## config.mk

```make
export PLATFORM = sky130hd
export DESIGN_NAME = branch_pc_unit_flat
export DESIGN_NICKNAME = d
export VERILOG_FILES = /design/src/rtl/branch_pc_unit_if.sv /design/src/rtl/branch_pc_unit.sv /design/src/flat_wrapper.sv
export SDC_FILE = /design/constraint.sdc
export NUM_CORES = 1
export LEC_CHECK = 0
export ABC_AREA = 1
export BUFFER_PORTS_ARGS = -buffer_cell sky130_fd_sc_hd__buf_2
export CORE_MARGIN = 2
export CORE_UTILIZATION = 59
export DETAILED_ROUTE_END_ITERATION = 6
export GPL_TIMING_DRIVEN = 0
export HOLD_SLACK_MARGIN = 0.05
export PLACE_DENSITY = 0.93
export SYNTH_ARGS = -nofsm -noshare
export SYNTH_HDL_FRONTEND = slang
export SYNTH_HIERARCHICAL = 1
export SYNTH_SLANG_ARGS = --single-unit
```

## constraint.sdc

```tcl
create_clock -name clk -period 5.5 [get_ports clk]
set_input_delay 1.1 -clock clk [delete_from_list [all_inputs] [get_ports clk]]
set_output_delay 1.1 -clock clk [all_outputs]
set_load 0.03 [all_outputs]
```

## src/rtl/branch_pc_unit_if.sv

```systemverilog
// Purpose : control/fetch-side bundle for the next-PC unit.
// Latency : none (wires only).
// Backpressure: none; the PC advances every clock.
// master: control unit / fetch (drives npc_sel, ext, imm16; observes the PCs)
// slave : branch_pc_unit (consumes the selects, drives pc/pc_plus4/branch_target)
interface branch_pc_unit_if;
    logic        npc_sel;
    logic        ext;
    logic [15:0] imm16;
    logic [31:0] pc;
    logic [31:0] pc_plus4;
    logic [31:0] branch_target;

    modport master (
        output npc_sel, ext, imm16,
        input  pc, pc_plus4, branch_target
    );

    modport slave (
        input  npc_sel, ext, imm16,
        output pc, pc_plus4, branch_target
    );
endinterface

```

## src/rtl/branch_pc_unit.sv

```systemverilog
// Purpose : program counter with sequential (PC+4) or PC-relative branch next-PC.
// Latency : one cycle from npc_sel/imm16/ext to pc; pc_plus4/branch_target are combinational.
// Backpressure: none; no stall input, the PC advances on every rising clk edge.
//
// Ports: clk, reset (async, active-high; pc = RESET_PC while high),
//        bus (branch_pc_unit_if.slave): npc_sel, ext, imm16 in; pc, pc_plus4, branch_target out.
// Build option: define BRANCH_WORD_OFFSET_EN to treat imm16 as a word offset (shifted left by 2);
//               otherwise imm16 is a byte offset.

module and_gate (
    input  logic a,
    input  logic b,
    output logic y
);
    assign y = a & b;
endmodule

module mux_32 (
    input  logic [31:0] sel,
    input  logic [31:0] src0,
    input  logic [31:0] src1,
    output logic [31:0] out
);
    assign out = (sel == 32'd0) ? src0 : src1;
endmodule

module branch_pc_unit #(
    parameter logic [31:0] RESET_PC = 32'h00400020
) (
    input  logic           clk,
    input  logic           reset,
    branch_pc_unit_if.slave bus
);
    logic        sign;
    logic [31:0] imm_ext;
    logic [31:0] offset;
    logic [31:0] pc_q;
    logic [31:0] pc_plus4;
    logic [31:0] branch_target;
    logic [31:0] next_pc;

    // Sign bit only survives when sign-extension is requested.
    and_gate u_sign_gate (
        .a (bus.ext),
        .b (bus.imm16[15]),
        .y (sign)
    );

    assign imm_ext = {{16{sign}}, bus.imm16};

`ifdef BRANCH_WORD_OFFSET_EN
    assign offset = {imm_ext[29:0], 2'b00};
`else
    assign offset = imm_ext;
`endif

    // Modulo-2^32 arithmetic; carry-out intentionally dropped.
    assign pc_plus4      = pc_q + 32'd4;
    assign branch_target = pc_plus4 + offset;

    mux_32 u_npc_mux (
        .sel  ({31'b0, bus.npc_sel}),
        .src0 (pc_plus4),
        .src1 (branch_target),
        .out  (next_pc)
    );

    always_ff @(posedge clk or posedge reset) begin
        if (reset) begin
            pc_q <= RESET_PC;
        end else begin
            pc_q <= next_pc;
        end
    end

    assign bus.pc            = pc_q;
    assign bus.pc_plus4      = pc_plus4;
    assign bus.branch_target = branch_target;

endmodule

```

## src/flat_wrapper.sv

```systemverilog
// flat-port wrapper written by rule: the top's interface ports become plain ports
module branch_pc_unit_flat 
#(
    parameter logic [31:0] RESET_PC = 32'h00400020
)
  (clk, reset, bus_npc_sel, bus_ext, bus_imm16, bus_pc, bus_pc_plus4, bus_branch_target);
  branch_pc_unit_if bus_i ();
  input  logic clk;
  input  logic reset;
  input wire logic [$bits(bus_i.npc_sel)-1:0] bus_npc_sel;
  input wire logic [$bits(bus_i.ext)-1:0] bus_ext;
  input wire logic [$bits(bus_i.imm16)-1:0] bus_imm16;
  output wire logic [$bits(bus_i.pc)-1:0] bus_pc;
  output wire logic [$bits(bus_i.pc_plus4)-1:0] bus_pc_plus4;
  output wire logic [$bits(bus_i.branch_target)-1:0] bus_branch_target;
  assign bus_i.npc_sel = bus_npc_sel;
  assign bus_i.ext = bus_ext;
  assign bus_i.imm16 = bus_imm16;
  assign bus_pc = bus_i.pc;
  assign bus_pc_plus4 = bus_i.pc_plus4;
  assign bus_branch_target = bus_i.branch_target;
  branch_pc_unit #(.RESET_PC(RESET_PC)) u_core (.clk(clk), .reset(reset), .bus(bus_i));
endmodule
```

== Word-level counts from Yosys, hierarchy flattened ==
Index checks and enable logic that the tools add are counted.

* Reduce and logical (&&, ||, !) cells: 1
* Multiplexer cells: 1
* Bitwise operators: 1
* Add/subtract/negate cells: 2

{| class="wikitable"
|+ Operators with widths
! operator !! count
|-
| $add 32x3->32 const B || 1
|-
| $add 32x32->32 || 1
|-
| $logic_not 32->1 || 1
|-
| $mux 32 || 1
|-
| $and 1x1->1 || 1
|}

* Register bits after elaboration: 32
* Output and inout port bits: 96
* Input port bits: 20
* Logic and storage cells: 6

== Depth between registers and ports, before layout ==
Gate-level depths: netlist of run 1.

* Word-level depth: 3
* Mapped depth: 23

== By module ==
Netlist of run 1, hierarchy kept.

{| class="wikitable"
|+ Modules (own cells, without submodules)
! module !! instances !! area an instance (µm²) !! cells each
|-
| branch_pc_unit || 1 || 3817.4 || 617
|-
| mux_32 || 1 || 645.6 || 136
|-
| and_gate || 1 || 7.5 || 2
|}

== Worst setup path after synthesis of run 1 ==
OpenSTA, ideal clock, no wires.

* Kind: reg2out
* From: reg u_core.pc_q[3], in the netlist u_core/bus.pc[3]
* To: out bus_branch_target[29]
* Data required time: 4.400 ns
* Path slack: 0.961 ns
* Arrival time: 3.439 ns
* Stages on the path, launching flop included: 18
* Path through: dfrtp_1 > ha_1 > nand2_2 > nor2_2 > nand3_2 > inv_2 > nand2_2 > nor2_4 > nand2_1 > xnor2_1 > ha_1 > a21oi_1 > nor2_1 > nor2_1 > o21ai_0 > a21oi_1 > nand3_1 > nand2_1

* Longest elaborated chain between the ends: 2

{| class="wikitable"
|+ Ends and longest elaborated chain
! element !! line !! text
|-
| start: declaration || branch_pc_unit.sv:37 || <nowiki>logic [31:0] pc_q;</nowiki>
|-
| start signal: assignment || branch_pc_unit.sv:72 || <nowiki>pc_q <= next_pc;</nowiki>
|-
| $add 32x3->32 || branch_pc_unit.sv:58 || <nowiki>assign pc_plus4 = pc_q + 32'd4;</nowiki>
|-
| named net bus_pc_plus4[18] || flat_wrapper.sv:14 || <nowiki>output wire logic [$bits(bus_i.pc_plus4)-1:0] bus_pc_plus4;</nowiki>
|-
| $add 32x32->32 || branch_pc_unit.sv:59 || <nowiki>assign branch_target = pc_plus4 + offset;</nowiki>
|-
| end: declaration || flat_wrapper.sv:15 || <nowiki>output wire logic [$bits(bus_i.branch_target)-1:0] bus_branch_target;</nowiki>
|}

The timed path passes the listed nets, and every way through them passes these cells.

== Worst setup path after layout of run 1 ==
* From: reg u_core.pc_q[10], in the netlist u_core/bus.pc[10]
* To: out bus_branch_target[31]

* Longest elaborated chain between the ends: 2

{| class="wikitable"
|+ Ends and longest elaborated chain
! element !! line
|-
| $add 32x3->32 || branch_pc_unit.sv:58
|-
| $add 32x32->32 || branch_pc_unit.sv:59
|}

Every way passes these cells.

==> flow_summary.yaml, run 1 <==
status:
  status: "complete, no violations"
global_routing:
  grt_pass1_vias: 4843
  grt_antenna_before_repair: 0
  grt_use_total: 0.3405
  grt_pass1_wl_mm: 22.82
  grt_overflow: 0
  grt_max_degree: 33
synthesis:
  yosysMostFrequentCell: "nand2_1"
  yosysSeqAreaShare: 0.1797
  ys.warnings.count: 6
  synthTopCellsByArea: "nand2_1, dfrtp_1, inv_1, ha_1, nor2_1"
  synth_ff_type: "dfrtp_1"
  syn_area_per_cell_um2: 5.921
  ys_seq_elements: 32
  syn_area_mm2: 0.004471
  syn_inst: 755
  ys_types: 38
  post-synth-top-area-cell: "nand2_1"
  synth_commonest_cells: "nand2_1, inv_1, nor2_1, o21ai_0, nand3_1"
  synth-edff-count: 0
  postSynth.asyncResetShare: 1.000
  synth.top_cell.area_share: 0.2166
layout:
  fillers: 609
  area_growth_pct: 20.40
  diodes: 0
  largest_register_ffs: 32
  layout-drive-gt1-share: 0.1993
  nets: 961
clock_tree:
  htree_levels: 2
  clock_tree.buffer_depth: 2
  cts_hold_buffers: 0
  clk_pin_slew_ns: 0.07
  cts_sinks: 32
  root_buffer: "clkbuf_8"
  cts-resized-gates: 0
  post_cts_buffers: 0
  clock_latency_ns: 0.28
  cts_tree: "yes"
  cts_made_buffers: 5
floorplanning:
  dieArea_mm2: 0.008289
  io_pins: 116
  row_count: 31
  core_mm2: 0.007292
  dieHeight_um: 91.05
  start_util: 0.6131
  fp.dieW_um: 91.05
placed_design:
  post-dp-hpwl_mm: 11.32
  gp_congestion: 0.9627
  port_buffers: 115
critical_path:
  cp_max_fo: 5
  r2r_slack_ns: 2.05
  timing.critical_path.buf_inv: 5
  r2r-end: "u_core/bus.pc[31]$_DFF_PP0_"
  critPathArrivalTime_ns: 3.72
  crit_chain: "inv_1 > nor3_1 > nand4_1 > nor3_2 > nand3_1 > nand2_1 > inv_1 > ha_1 > inv_1 > nor3_1 > inv_1 > nor3_1 > nand2_1 > nand3_1 > nand2_1 > nand2_1 > buf_2"
  crit_required_ns: 4.40
  path_delay_family: "simple AND/OR/NAND/NOR gates"
  critical_path_class: "reg -> out"
  worst-r2r-cell-count: 18
  cp_slowest_cell: "dfrtp_1"
  r2r-start: "u_core/bus.pc[10]$_DFF_PP0_"
  slowest_delay_ns: 0.46
  critPathCaptureType: "output port"
  start_kind: "flop"
sta:
  rsz0062_at_grt: "false"
  final.min_clock_period_ns: 4.822
  relSlewSlack: 0.2544
  skew_ns: 0.007061
  fin_crit_sh: 0.8768
  clock.fmax_mhz: 207.4
  finalHoldWorstSlack_ns: 0.5678
  tns_ns: 0
  setup_viol: 0
  drv_slew: 0
  finalHoldViolCount: 0
  tightest_slew_ns: 1.117
min_path:
  min_from: "u_core/bus.pc[0]$_DFF_PP0_"
  hold_depth: 2
  hold_end: "u_core/bus.pc[0]$_DFF_PP0_"
  hold_path.class: "reg -> reg"
route:
  drtIter0Drc: 487
  wl_per_cell_um: 13.94
  antenna_left: 0
  routed_wl_mm: 14.04
  via_count: 5390
  vias_per_cell: 5.353
  detail_route.first_pass.iterations: 5
  drc_errors: 0
job:
  drv_cap: 0
-- cell families (layout without fill, tap and decap cells) --
family,after synthesis,after routing,share of synthesized area
AO/OA/AOI/OAI,84,84,0.09880
adder cells (fa/ha/maj),34,34,0.09684
XOR/XNOR,40,40,0.07837
AND/OR/NAND/NOR,437,437,0.4285
other,1,31,0.0008388
buffers and inverters,127,250,0.1170
flip-flops,32,32,0.1797
-- per-layer routing --
layer / share of wire / global-route usage / vias to the layer above
met5: 0 / 0 / -
met4: 0.035 / 0.1389 / 0
met3: 0.094 / 0.03817 / 42
met2: 0.47 / 0.5679 / 318
met1: 0.40 / 0.4491 / 2397
li1: - / - / 2633
-- metrics by stage --
stage	worst slack, ns	std cells	instance area (um2)	utilization
after floorplan	0.9607	785	4583	-
after global placement	1.095	999	5283	0.7244
after detailed placement	1.086	999	5283	0.7244
after CTS	0.7829	1007	5383	0.7382
after global routing	0.4748	1007	5383	0.7382
final	0.6778	1007	5383	0.7382
-- tightest hold or removal path: cells and delay by family (launching register included) --
family | cells | cell delay (ns)
simple gates | 2 | 0.12
flops | 1 | 0.41
-- layout make-up --
cell class / count / area, um2 / share of cell area
plain buffers: 11 / 87.58 / 0.01627
clock buffers: 8 / 100.1 / 0.01860
inverters: 116 / 435.4 / 0.08089
multi-input cells: 626 / 3257 / 0.6051
flip-flops and latches: 32 / 803.3 / 0.1492
well taps: 99 / 123.9 / 0.02301
repair buffers: 115 / 575.6 / 0.1069
-- cell usage in the layout, fill, tap and decap left out, drive strengths merged --
| master | n |
|---|---|
| nand2 | 279 |
| buf | 120 |
| inv | 116 |
| nor2 | 85 |
| o21ai | 46 |
| nand3 | 43 |
| ha | 33 |
| a21oi | 31 |
| conb | 31 |
| dfrtp | 30 |
| xor2 | 27 |
| clkbuf | 14 |
| xnor2 | 13 |
| nand4 | 13 |
| nor3 | 10 |
| o21bai | 6 |
| and2 | 2 |
| nor4 | 2 |
| dfstp | 2 |
| or2 | 1 |
| nor3b | 1 |
| a21o | 1 |
| nand3b | 1 |
| fa | 1 |
-- worst max-delay path by stage --
stage,start,end,cells past startpoint
final,u_core/bus.pc[10]$_DFF_PP0_,bus_branch_target[31],17
after global routing,u_core/bus.pc[10]$_DFF_PP0_,bus_branch_target[31],17
after CTS,u_core/bus.pc[10]$_DFF_PP0_,bus_branch_target[31],17
after detailed placement,bus_imm16[15],bus_branch_target[28],12
after global placement,bus_imm16[15],bus_branch_target[28],12
after floorplan,u_core/bus.pc[3]$_DFF_PP0_,bus_branch_target[29],17
Power of run 1 is left out: the tool's default activity adds up to more than one toggle a clock period on the data nets, which glitch-free logic cannot reach.
==> inputs of run 2 (changes only) <==
--- a/config.mk
+++ b/config.mk
@@ -7,7 +7,7 @@
 export LEC_CHECK = 0
 export ABC_AREA = 1
 export BUFFER_PORTS_ARGS = -buffer_cell sky130_fd_sc_hd__buf_2
-export CORE_MARGIN = 2
+export CORE_MARGIN = 5
 export CORE_UTILIZATION = 59
 export DETAILED_ROUTE_END_ITERATION = 6
 export GPL_TIMING_DRIVEN = 0
==> run 2 against run 1 <==
Compared with the run above:
- setup slack lost 0.047 ns
- register-to-register slack lost 0.10 ns
- die area grew 14%
- highest routed layer unchanged
==> flow_summary.yaml, run 2 (synthesis gave the netlist of run 1 again) <==
clock_tree:
  clock_tree.buffer_depth: 2
  cts_tree: "yes"
  cts_sinks: 32
  htree_levels: 2
  cts_made_buffers: 5
  clock_latency_ns: 0.28
  cts-resized-gates: 0
  cts_hold_buffers: 0
  post_cts_buffers: 0
  root_buffer: "clkbuf_8"
  clk_pin_slew_ns: 0.06
critical_path:
  r2r-start: "u_core/bus.pc[3]$_DFF_PP0_"
  worst-r2r-cell-count: 18
  critPathArrivalTime_ns: 3.77
  critPathCaptureType: "output port"
  r2r-end: "u_core/bus.pc[27]$_DFF_PP0_"
  critical_path_class: "reg -> out"
  crit_start: "u_core/bus.pc[3]$_DFF_PP0_"
  r2r_slack_ns: 1.95
  start_kind: "flop"
  cp_max_fo: 5
  crit_required_ns: 4.40
sta:
  relSlewSlack: 0.2535
  rsz0062_at_grt: "false"
  clock.fmax_mhz: 205.4
  finalHoldWorstSlack_ns: 0.5763
  tightest_slew_ns: 1.118
  drv_slew: 0
  fin_crit_sh: 0.8853
  finalHoldViolCount: 0
  final.min_clock_period_ns: 4.869
  skew_ns: 0.004357
  finalWorstSetupSlack_ns: 0.6309
  tns_ns: 0
  setup_viol: 0
min_path:
  hold_path.class: "reg -> reg"
  hold_depth: 2
  hold_end: "u_core/bus.pc[0]$_DFF_PP0_"
  min_from: "u_core/bus.pc[0]$_DFF_PP0_"
route:
  detail_route.first_pass.iterations: 6
  wl_per_cell_um: 14.17
  vias_per_cell: 5.330
  topRoutingLayerUsed: "met4"
  antenna_left: 0
  drc_errors: 0
  wl_met3_mm: 1.467
  routed_wl_mm: 14.27
  wl_met2_mm: 6.783
  via_count: 5367
  met1_length_mm: 5.590
  drtIter0Drc: 497
layout:
  largest_register_ffs: 32
  area_growth_pct: 20.57
  diodes: 0
  nets: 961
  layout-drive-gt1-share: 0.1993
  final_common_cell: "nand2_1"
  layout_common_cells: "nand2_1, buf_2, inv_1"
global_routing:
  grt_use_total: 0.2906
  grt_antenna_before_repair: 0
  grt_pass1_wl_mm: 22.65
  grt_overflow: 0
  grt_max_degree: 33
  grt_pass1_vias: 4831
floorplanning:
  fp.dieW_um: 97.05
  io_pins: 116
  core_mm2: 0.007331
  start_util: 0.6098
  row_count: 31
  dieHeight_um: 97.05
  dieArea_mm2: 0.009418
placed_design:
  preCtsSetupSlack_ns: 1.108
  port_buffers: 115
  gp_congestion: 0.9654
  post-dp-hpwl_mm: 11.75
status:
  status: "complete, no violations"
job:
  drv_cap: 0
[run 2: changes by cell type in the layout (fill, tap and decap cells not counted)]
cell	change
clkinv_2	+1
bufinv_16	+1
clkbuf_8	-2
[run 2: routing by layer]
metal,vias to the layer above,GRT usage
li1,2641,-
met1,2388,0.3668
met2,299,0.5048
met3,39,0.03094
met4,0,0.1112
met5,-,0.02198
[run 2: area by class of cell]
cell class,count,area (um2)
timing repair buffer,115,575.6
sequential,32,803.3
buffer,11,87.58
fill,629,1941
clock inverter,2,35.03
inverter,116,435.4
tap,99,123.9
clock buffer,6,72.57
multi-input combinational,626,3257
[run 2: metrics by stage]
step / cells / utilization / area, um2
global route: 1007 / 0.7353 / 5390
floorplan: 785 / - / 4583
finish: 1007 / 0.7353 / 5390
CTS: 1007 / 0.7353 / 5390
global placement: 999 / 0.7206 / 5283
detailed placement: 999 / 0.7206 / 5283
[run 2: how the worst max path moves through the flow]
stage,endpoint,slack (ns),cells after the start
after detailed placement,bus_branch_target[28],1.11,12
after floorplan,bus_branch_target[29],0.96,17
final,bus_branch_target[27],0.63,18
after CTS,bus_branch_target[14],0.79,14
after global routing,bus_branch_target[27],0.44,18
after global placement,bus_branch_target[28],1.12,12
[run 2: worst max-delay path, stage by stage (launching register included)]
cell	delay, ns
dfrtp_1	0.41
ha_1	0.33
nand2_2	0.11
nor2_2	0.14
nand3_2	0.13
nor2_1	0.26
nand4_1	0.18
xor2_1	0.19
inv_1	0.13
ha_1	0.38
nand2_1	0.09
inv_1	0.08
nand3_1	0.14
nor3_1	0.28
nand3_1	0.19
nand2_1	0.10
nand2_1	0.05
nand2_1	0.08
buf_2	0.21
Power of run 2 is left out for the same reason.
==> inputs of run 3 (changes only) <==
--- a/config.mk
+++ b/config.mk
@@ -8,11 +8,11 @@
 export ABC_AREA = 1
 export BUFFER_PORTS_ARGS = -buffer_cell sky130_fd_sc_hd__buf_2
 export CORE_MARGIN = 5
-export CORE_UTILIZATION = 59
+export CORE_UTILIZATION = 50
 export DETAILED_ROUTE_END_ITERATION = 6
 export GPL_TIMING_DRIVEN = 0
 export HOLD_SLACK_MARGIN = 0.05
-export PLACE_DENSITY = 0.93
+export PLACE_DENSITY = 0.84
 export SYNTH_ARGS = -nofsm -noshare
 export SYNTH_HDL_FRONTEND = slang
 export SYNTH_HIERARCHICAL = 1
==> constraint.sdc (replaced) <==
create_clock -name clk -period 4.2 [get_ports clk]
set_input_delay 0.84 -clock clk [delete_from_list [all_inputs] [get_ports clk]]
set_output_delay 0.84 -clock clk [all_outputs]
set_load 0.03 [all_outputs]
==> run 3 against run 2 <==
Compared with the run above:
- the run now ends with negative setup slack left
- register-to-register slack got worse by 0.90 ns
- sequential share of layout area decreased by 1.7 points
- die area increased by 16%
- critical path depth increased by 2
- global-route usage decreased by 3.7 points
- clock skew increased by 0.0083 ns
- setup slack got worse by 0.63 ns
- critical path type unchanged
- critical endpoint unchanged
- utilization decreased by 2.7 points
- first-iteration DRC count increased by 28%
- non-clock buffer count increased by 23
- hold slack improved by 0.0036 ns
- largest cell class unchanged
==> flow_summary.yaml, run 3 (synthesis gave the netlist of run 1 again) <==
route:
  drc_errors: 0
  via_count: 5575
  routed_wl_mm: 16.14
  drtIter0Drc: 637
  detail_route.first_pass.iterations: 6
  vias_per_cell: 5.366
  antenna_left: 0
  wl_per_cell_um: 15.54
clock_tree:
  clock_latency_ns: 0.28
  clk_pin_slew_ns: 0.07
  htree_levels: 2
  clock_tree.buffer_depth: 2
  cts_sinks: 32
  cts_made_buffers: 5
  cts_tree: "yes"
  cts_hold_buffers: 0
  root_buffer: "clkbuf_8"
critical_path:
  crit_required_ns: 3.36
  critPathCaptureType: "output port"
  start_kind: "flop"
  r2r-start: "u_core/bus.pc[5]$_DFF_PP1_"
  crit_start: "u_core/bus.pc[5]$_DFF_PP1_"
  critPathArrivalTime_ns: 3.36
  cp_max_fo: 4
  critical_path_class: "reg -> out"
layout:
  seq_area_um2: 814.5
  multiInputGateArea_mm2: 0.003775
  final_common_cell: "nand2_1"
  fin_util: 0.7079
  nets: 984
  fillers: 679
  area_growth_pct: 38.09
  layout_common_cells: "nand2_1, inv_1, buf_2"
  largest_register_ffs: 32
  diodes: 0
  layout-drive-gt1-share: 0.3158
min_path:
  hold_path.class: "reg -> reg"
  min_from: "u_core/bus.pc[0]$_DFF_PP0_"
sta:
  relSlewSlack: 0.2449
  skew_ns: 0.01267
  finalWorstSetupSlack_ns: -0.0007301
  fin_crit_sh: 1.000
  final.min_clock_period_ns: 4.201
  drv_slew: 0
  setup_viol: 1
  tightest_slew_ns: 1.131
  finalHoldViolCount: 0
  clock.fmax_mhz: 238.1
  rsz0062_at_grt: "true"
floorplanning:
  fp.dieW_um: 104.6
  dieHeight_um: 104.6
  start_util: 0.5126
  row_count: 34
  dieArea_mm2: 0.01093
  core_mm2: 0.008721
  io_pins: 116
global_routing:
  grt_overflow: 0
  grt_antenna_before_repair: 0
  grt_pass1_vias: 4897
  grt_pass1_wl_mm: 22.97
  grt_max_degree: 33
  grt_use_total: 0.2536
placed_design:
  post-dp-hpwl_mm: 11.79
  port_buffers: 115
  gp_congestion: 0.9291
status:
  violations: "negative setup slack"
  status: "finished with violations"
job:
  drv_cap: 0
## run 3: changes by cell type in the layout (fill, tap and decap cells not counted), sizes merged
cell      delta
clkbuf       +5
inv          -1
buf         +18
clkinvlp     +1
## run 3: cell type report
| class | instances | area share |
|---|---|---|
| Clock inverter | 2 | 0.005675 |
| Tap cell | 108 | 0.02189 |
| Buffer | 11 | 0.01419 |
| Sequential cell | 32 | 0.1319 |
| Timing Repair Buffer | 138 | 0.1315 |
| Clock buffer | 6 | 0.01176 |
| Inverter | 116 | 0.07154 |
| Multi-Input combinational cell | 626 | 0.6115 |
## run 3: repair_timing
action                                  CTS  global route
endpoints found under the setup margin   16            21
setup buffers                             4            19
pin swaps                                 4            19
resized for setup                        20           125
## run 3: layer usage
metal  global-route usage  up-vias  wire length [um]
li1                     -     2683                 -
met1               0.3369     2510              6174
met2               0.4199      320              7841
met3              0.02836       62              1414
met4               0.1036        0               712
met5                    0        -                 0
## run 3: worst max-delay path: stages, from the launching register on
cell,delay (ns)
dfstp_2,0.56
inv_1,0.13
nor2_4,0.14
nand3_4,0.12
inv_4,0.09
nand2_4,0.06
nor2_4,0.21
nand3_2,0.12
xor2_2,0.16
inv_2,0.09
ha_4,0.34
nand2_4,0.11
inv_1,0.09
nand2_1,0.06
and2_4,0.15
o21bai_1,0.17
a21oi_2,0.07
nand2_1,0.06
nand2_1,0.06
nand2_1,0.10
clkbuf_4,0.20
## run 3: metrics by stage
stage	hold slack, ns	area [um2]	worst slack [ns]	TNS (ns)	std cells
after floorplan	0.6851	4591	0.01698	0	785
after global placement	0.5380	5301	0.1268	0	1008
after detailed placement	0.5380	5301	0.06685	0	1008
after CTS	0.5512	5548	0.01020	0	1020
after global routing	0.5972	6173	-0.1629	-0.9928	1039
final	0.5799	6173	-0.0007301	-0.0007301	1039
## run 3: worst paths after layout
check | end | slack (ns) | cells past startpoint
setup / recovery | bus_branch_target[27] | -0.0007 | 20
hold / removal | u_core/bus.pc[0]$_DFF_PP0_ | 0.58 | 2
setup reg to reg | u_core/bus.pc[27]$_DFF_PP0_ | 1.05 | 21
hold reg to reg | u_core/bus.pc[0]$_DFF_PP0_ | 0.58 | 2
max in group asynchronous | u_core/bus.pc[16]$_DFF_PP0_ | 2.59 | 2
min in group asynchronous | u_core/bus.pc[13]$_DFF_PP0_ | 0.84 | 2
Power of run 3 is left out for the same reason.
